[src/rtl/imm_rot_encoder_if.sv]
// Handshake and result bundle for the rotated-immediate encoder.
// The master issues start/Value/Inv_En and observes status and result.
// The slave (the encoder) owns busy/done/ok/Inverted/Shift_operand.
interface imm_rot_encoder_if;
  logic        start;
  logic [31:0] Value;
  logic        Inv_En;
  logic        busy;
  logic        done;
  logic        ok;
  logic        Inverted;
  logic [11:0] Shift_operand;

  modport master (
    output start, Value, Inv_En,
    input  busy, done, ok, Inverted, Shift_operand
  );

  modport slave (
    input  start, Value, Inv_En,
    output busy, done, ok, Inverted, Shift_operand
  );
endinterface

[src/rtl/imm_rot_encoder.sv]
// Finds the {rotate_imm, imm8} pair whose decode ROR({24'b0,imm8}, 2*rotate_imm)
// reproduces a 32-bit constant, optionally falling back to the inverted
// constant (MVN form). One rotation is tried per cycle, smallest first, so the
// reported encoding is always the one with the smallest rotation, and the
// non-inverted pass is always tried before the inverted one.
module imm_rot_encoder (
  input  logic               clk,
  input  logic               rst,
  imm_rot_encoder_if.slave   bus
);

  typedef enum logic [1:0] {
    IDLE   = 2'd0,
    SEARCH = 2'd1,
    DONE   = 2'd2
  } state_e;

  state_e      state_q, state_d;
  logic [31:0] tgt_q, tgt_d;
  logic [3:0]  r_q, r_d;
  logic        p_q, p_d;
  logic        invEn_q, invEn_d;
  logic        ok_q, ok_d;
  logic        inv_q, inv_d;
  logic [11:0] shOp_q, shOp_d;

  logic [63:0] rotWide;
  logic [31:0] cand;
  logic        hit;

  // Rotating left by 2*r undoes the decoder's rotate-right; the target is
  // encodable at this r exactly when everything above the low byte is zero.
  always_comb begin
    rotWide = {tgt_q, tgt_q} << {r_q, 1'b0};
    cand    = rotWide[63:32];
    hit     = (cand[31:8] == 24'd0);
  end

  // All sequential state, with a synchronous reset that also aborts a search.
  always_ff @(posedge clk) begin
    if (rst) begin
      state_q <= IDLE;
      tgt_q   <= 32'd0;
      r_q     <= 4'd0;
      p_q     <= 1'b0;
      invEn_q <= 1'b0;
      ok_q    <= 1'b0;
      inv_q   <= 1'b0;
      shOp_q  <= 12'd0;
    end else begin
      state_q <= state_d;
      tgt_q   <= tgt_d;
      r_q     <= r_d;
      p_q     <= p_d;
      invEn_q <= invEn_d;
      ok_q    <= ok_d;
      inv_q   <= inv_d;
      shOp_q  <= shOp_d;
    end
  end

  // Next state and datapath: accept a request, walk the rotations, switch to
  // the inverted pass when allowed, and record the result on the way to DONE.
  always_comb begin
    state_d = state_q;
    tgt_d   = tgt_q;
    r_d     = r_q;
    p_d     = p_q;
    invEn_d = invEn_q;
    ok_d    = ok_q;
    inv_d   = inv_q;
    shOp_d  = shOp_q;
    case (state_q)
      IDLE: begin
        if (bus.start) begin
          tgt_d   = bus.Value;
          invEn_d = bus.Inv_En;
          r_d     = 4'd0;
          p_d     = 1'b0;
          ok_d    = 1'b0;
          inv_d   = 1'b0;
          shOp_d  = 12'd0;
          state_d = SEARCH;
        end
      end
      SEARCH: begin
        if (hit) begin
          shOp_d  = {r_q, cand[7:0]};
          ok_d    = 1'b1;
          inv_d   = p_q;
          state_d = DONE;
        end else if (r_q != 4'd15) begin
          r_d = r_q + 4'd1;
        end else if (!p_q && invEn_q) begin
          tgt_d = ~tgt_q;
          r_d   = 4'd0;
          p_d   = 1'b1;
        end else begin
          shOp_d  = 12'd0;
          ok_d    = 1'b0;
          inv_d   = 1'b0;
          state_d = DONE;
        end
      end
      DONE: begin
        state_d = IDLE;
      end
      default: begin
        state_d = IDLE;
      end
    endcase
  end

  // Status follows the state; the result registers are held until the next
  // accepted request clears them.
  always_comb begin
    bus.busy          = (state_q == SEARCH);
    bus.done          = (state_q == DONE);
    bus.ok            = ok_q;
    bus.Inverted      = inv_q;
    bus.Shift_operand = shOp_q;
  end

endmodule

[src/flat_wrapper.sv]
// flat-port wrapper written by rule: the top's interface ports become plain ports
module imm_rot_encoder_flat 
  (clk, rst, bus_start, bus_Value, bus_Inv_En, bus_busy, bus_done, bus_ok, bus_Inverted, bus_Shift_operand);
  imm_rot_encoder_if bus_i ();
  input  logic clk;
  input  logic rst;
  input wire logic [$bits(bus_i.start)-1:0] bus_start;
  input wire logic [$bits(bus_i.Value)-1:0] bus_Value;
  input wire logic [$bits(bus_i.Inv_En)-1:0] bus_Inv_En;
  output wire logic [$bits(bus_i.busy)-1:0] bus_busy;
  output wire logic [$bits(bus_i.done)-1:0] bus_done;
  output wire logic [$bits(bus_i.ok)-1:0] bus_ok;
  output wire logic [$bits(bus_i.Inverted)-1:0] bus_Inverted;
  output wire logic [$bits(bus_i.Shift_operand)-1:0] bus_Shift_operand;
  assign bus_i.start = bus_start;
  assign bus_i.Value = bus_Value;
  assign bus_i.Inv_En = bus_Inv_En;
  assign bus_busy = bus_i.busy;
  assign bus_done = bus_i.done;
  assign bus_ok = bus_i.ok;
  assign bus_Inverted = bus_i.Inverted;
  assign bus_Shift_operand = bus_i.Shift_operand;
  imm_rot_encoder u_core (.clk(clk), .rst(rst), .bus(bus_i));
endmodule
[config.mk]
export PLATFORM = sky130hd
export DESIGN_NAME = imm_rot_encoder_flat
export DESIGN_NICKNAME = d
export VERILOG_FILES = /design/src/rtl/imm_rot_encoder_if.sv /design/src/rtl/imm_rot_encoder.sv /design/src/flat_wrapper.sv
export SDC_FILE = /design/constraint.sdc
export NUM_CORES = 1
export LEC_CHECK = 0
export BUFFER_PORTS_ARGS = -buffer_cell sky130_fd_sc_hd__buf_2
export CORE_ASPECT_RATIO = 1.1
export CORE_MARGIN = 2
export CORE_UTILIZATION = 55
export DETAILED_ROUTE_END_ITERATION = 16
export PLACE_DENSITY_LB_ADDON = 0.12
export SLEW_MARGIN = 5
export SYNTH_ARGS = -nofsm -noshare
export SYNTH_HDL_FRONTEND = slang
export SYNTH_SLANG_ARGS = --single-unit
export TNS_END_PERCENT = 5
[constraint.sdc]
create_clock -name clk -period 4.1 [get_ports clk]
set_clock_uncertainty 0.15 [all_clocks]
set_input_delay 0.82 -clock clk [delete_from_list [all_inputs] [get_ports clk]]
set_output_delay 0.82 -clock clk [all_outputs]
set_load 0.1 [all_outputs]
[After elaboration in Yosys (flattened, before gate mapping)]
Index checks and enable logic that the tools add are counted.
Word-level totals
  flip-flop bits (word level): 54
  output and inout bits: 16
  word-level logic and storage cells: 62
Operators by class
  $add $sub $neg: 1
  eq/ne operators: 10
  shift operators: 1
  mux-type cells: 31
  bitwise logic cells: 1
  reduce and logical (&&, ||, !) cells: 10
Operator list (number)
  2-to-1 mux 32 bit: 4
  case mux 32 bit (2 select lines): 1
  left shift 64 x 5 -> 64 bit: 1
  2-to-1 mux 12 bit: 4
  NOT 32 bit: 1
  logical NOT 24 bit: 1
  case mux 12 bit (2 select lines): 1
  2-to-1 mux 4 bit: 4
  2-to-1 mux 1 bit: 8
  2-to-1 mux 2 bit: 4
  case mux 4 bit (2 select lines): 1
  AND reduction 4 bit: 2
  inequality test 2 bit (second input constant): 3
  inequality test 3 x 2 -> 1 bit (second input constant): 2
  case mux 1 bit (2 select lines): 3
  AND reduction 5 bit: 1
  adder 4 x 1 -> 4 bit (second input constant): 1
  inequality test 4 bit (second input constant): 1
  case mux 2 bit (2 select lines): 1
  inequality test 3 x 1 -> 1 bit (second input constant): 1
  AND reduction 3 bit: 1
  == test 2 x 1 -> 1 bit (second input constant): 1
  == test 2 bit (second input constant): 1
  logical NOT 2 bit: 1
  other kinds (5): 5

[Longest topological paths before layout]
  depth after elaboration: 6
  gate-level depth with buffers: 12
  gate-level depth less buffers: 7

[Least setup slack after synthesis]
Ideal clock, no wire load.
  path kind: register -> register
  start point: register u_core.r_q[0]
  end point: register u_core.shOp_q[11] (netlist: u_core.bus.Shift_operand[11])
  setup time: 0.136 ns
  arrival time: 2.557 ns
  required time: 3.814 ns
  slack: 1.257 ns
  stages on the path, launching flop included: 11
  period minus slack after synthesis: 2.843 ns
  cells stage by stage: dfxtp_1 > buf_2 > buf_6 > mux4_2 > nor2_1 > nand3_1 > a221oi_2 > o2111ai_1 > a311oi_2 > buf_2 > o32ai_1
On the way
  longest elaborated chain between the ends: 4
  elaborated cells on any way between the ends: 8
Ends and longest elaborated chain
  start, declared: line imm_rot_encoder.sv:20  | logic [3:0] r_q, r_d;
  start signal, assigned: line imm_rot_encoder.sv:53  | r_q <= r_d;
  left shift 64 x 5 -> 64 bit: line imm_rot_encoder.sv:34  | rotWide = {tgt_q, tgt_q} << {r_q, 1'b0};
  logical NOT 24 bit: line imm_rot_encoder.sv:36  | hit = (cand[31:8] == 24'd0);
  inequality test 3 x 2 -> 1 bit (no line) / 2-to-1 mux 12 bit (equally long branches)
  AND reduction 4 bit (no line) / case mux 12 bit (2 select lines) (equally long branches)
  end signal, assigned: line imm_rot_encoder.sv:58  | shOp_q <= shOp_d;
  end, declared: line imm_rot_encoder.sv:25  | logic [11:0] shOp_q, shOp_d;
Parallel ways exist; a longest one is shown, timed or not.
A chain may end at the register's enable or synchronous reset.

[Worst setup path after layout]
  start point: register u_core.r_q[1]
  end point: register u_core.shOp_q[8] (netlist: u_core.bus.Shift_operand[8])
Same word-level chain as after synthesis.

==> impl_metrics.tcl <==
set metrics [dict create \
    run_status "completed" \
    clock_sinks 54 \
    crit_fanout 20 \
    drtAntennaViolNets 0 \
    final_core_util_pct 61.0 \
    setup_viol 0 \
    start_util_pct 56.2 \
    grt_pass1_wl_mm 19.0 \
    ys_async_sr_fraction_pct 0 \
    dp.final_hpwl_mm 8.10 \
    die_area_um2 8780 \
    critPathLaunchType "flop" \
    die_x_um 89.5 \
    post_cts_buffers 0 \
    numCtsBuffers 5 \
    end_kind "flop" \
    max_freq_mhz 294 \
    clkTransAtPathRegs_ns 0.10 \
    fin_nets 538 \
    hold_path.class "flop to flop" \
    met2WireLength_mm 5.49 \
    slew_violations 0 \
    p_leak_uw 0.00169 \
    slew_headroom_pct 50.1 \
    synth_cell_types 52 \
    cts_tree "built" \
    syn_to_final_growth_pct 8.42 \
    routed_wl_mm 11.7 \
    met1_length_mm 5.02 \
    rsz0062_at_grt "false" \
    grt_max_degree 68 \
    power_density_nw_per_um2 338 \
    final.setup.tns_ns 0 \
    drv.max_cap_violation_count 0 \
    maxUsedRoutingLayer "met4" \
    n_antenna_cell 0 \
    vdd_ir_drop_max_mv 0.157 \
    drt-initial-drc-count 445 \
    finalNonFillerCells 610 \
    ioPinCount 52 \
    hold_viol 0 \
    synth_seq_area_share_pct 24.4 \
    drive_above_1_share_pct 30.9 \
    cts_resized 0 \
    clk_path_buf_depth 2 \
    met3WireLength_um 829 \
    worstSetupPathType "flop to flop" \
    cts-root-buf "clkbuf_8" \
    grt_use_total_pct 27.6 \
    drc 0 \
    synth_edf_count 0 \
    syn_inst 478 \
    die_y_um 98.1 \
    fin_crit_sh_pct 82.9 \
    yosys_warnings 0 \
    ys_ff_latch 54 \
    ctsHoldBuffers 0 \
    required_ns 4.13 \
    antenna_found_initial 0 \
    gr-total-overflow 0 \
    final_cell_mix "53 x dfxtp_1, 51 x buf_2, 47 x nand2_1, 37 x nor2_1" \
    grt_pass1_vias 3570 \
    wl_per_cell_um 19.2 \
    htree_levels 2 \
    gp_congestion 0.895 \
    firstDrtPassIters 5 \
    arrival_ns 3.43 \
    syn_area_per_cell_um2 9.26 \
    rows 34 \
    syn_nets 515 \
    syn_area_um2 4430 \
    max_slew.worst_pin.slew_ns 0.743 \
    worst_hold_slack_ns 0.317 \
    timing.final.crit_period_ns 3.40 \
    routed_via_density 6.59 \
    layout_commonest_cell "dfxtp_1" \
    core_um2 7870 \
    vias 4019 \
    synth_flop_cell "dfxtp_1" \
    io_buffers 51 \
    dpl.cell_count 602 \
    clock_latency_ns 0.32 \
]
[cell type report]
type | instances | area [um^2]
clock inverter | 2 | 13.8
sequential | 54 | 1080
tap | 108 | 135
fill | 727 | 3070
clock buffer | 6 | 72.6
multi-input combinational | 351 | 3010
inverter | 22 | 82.6
timing repair buffer | 67 | 400
[power by group]
group          internal (uW)  switching, uW  total (uW)
Sequential               569            110         679
Combinational            288            339         627
Clock                    121            192         314
[registers in the layout, indices dropped and copies added (netlist names)]
| name | cells |
|---|---|
| u_core.tgt_q | 32 |
| u_core.bus.Shift_operand | 12 |
| u_core.r_q | 4 |
| u_core.state_q | 2 |
| u_core.bus.Inverted | 1 |
| u_core.bus.ok | 1 |
| u_core.invEn_q | 1 |
| u_core.p_q | 1 |
[critical path, cell delays in order, from the launching register on]
cell	delay, ns
dfxtp_2	0.61
mux2_2	0.42
a2111oi_0	0.54
o211ai_1	0.20
a2111oi_4	0.43
o2111ai_1	0.15
buf_4	0.20
a311oi_2	0.23
buf_4	0.22
o32ai_1	0.09
[layer usage]
layer | global-route usage, % | vias up
met4 | 11.3 | 0
met3 | 3.04 | 35
met1 | 39.9 | 1901
met5 | 0 | -
li1 | - | 1881
met2 | 41.6 | 202
[final timing paths]
kind	startpoint	endpoint	slack, ns	cells past startpoint
setup / recovery	u_core.r_q[1]	u_core.bus.Shift_operand[8]	0.70	9
hold / removal	u_core.bus.ok	u_core.bus.ok	0.32	2
hold reg to reg	u_core.bus.ok	u_core.bus.ok	0.32	2
setup reg to reg	u_core.r_q[1]	u_core.bus.Shift_operand[8]	0.70	9
[stage by stage]
stage | power [uW] | setup slack, ns | instance area [um^2]
2_1_floorplan | 1150 | 1.26 | 4430
3_3_place_gp | 1290 | 0.930 | 4710
3_5_place_dp | 1310 | 0.800 | 4710
4_1_cts | 1620 | 0.759 | 4800
5_1_grt | 1710 | 0.569 | 4800
6_report | 1620 | 0.700 | 4800
[kinds of logic (layout without fill, tap and decap cells)]
group / count (synthesis) / count (layout) / share of synthesized area [%]
AO/OA/AOI/OAI: 130 / 130 / 26.9
buffers and inverters: 73 / 97 / 7.66
adder cells (fa/ha/maj): 1 / 1 / 0.283
flip-flops: 54 / 54 / 24.4
multiplexers: 59 / 59 / 22.8
AND/OR/NAND/NOR: 161 / 161 / 18.0
[synth_stat cells, types with 6 or more instances]
library cell / instances / area [um^2]
a21oi_1: 19 / 95.1
a311oi_2: 30 / 450
a31oi_1: 32 / 200
and2_1: 7 / 43.8
buf_2: 10 / 50.1
clkbuf_1: 27 / 101
dfxtp_1: 54 / 1080
inv_1: 20 / 75.1
mux2i_1: 21 / 210
mux4_2: 33 / 743
nand2_1: 47 / 176
nand2b_1: 34 / 213
nand3_1: 10 / 50.1
nor2_1: 37 / 139
nor3_1: 6 / 30.0
o32ai_1: 13 / 114
Note: power is estimated with default switching activity, not from simulation.
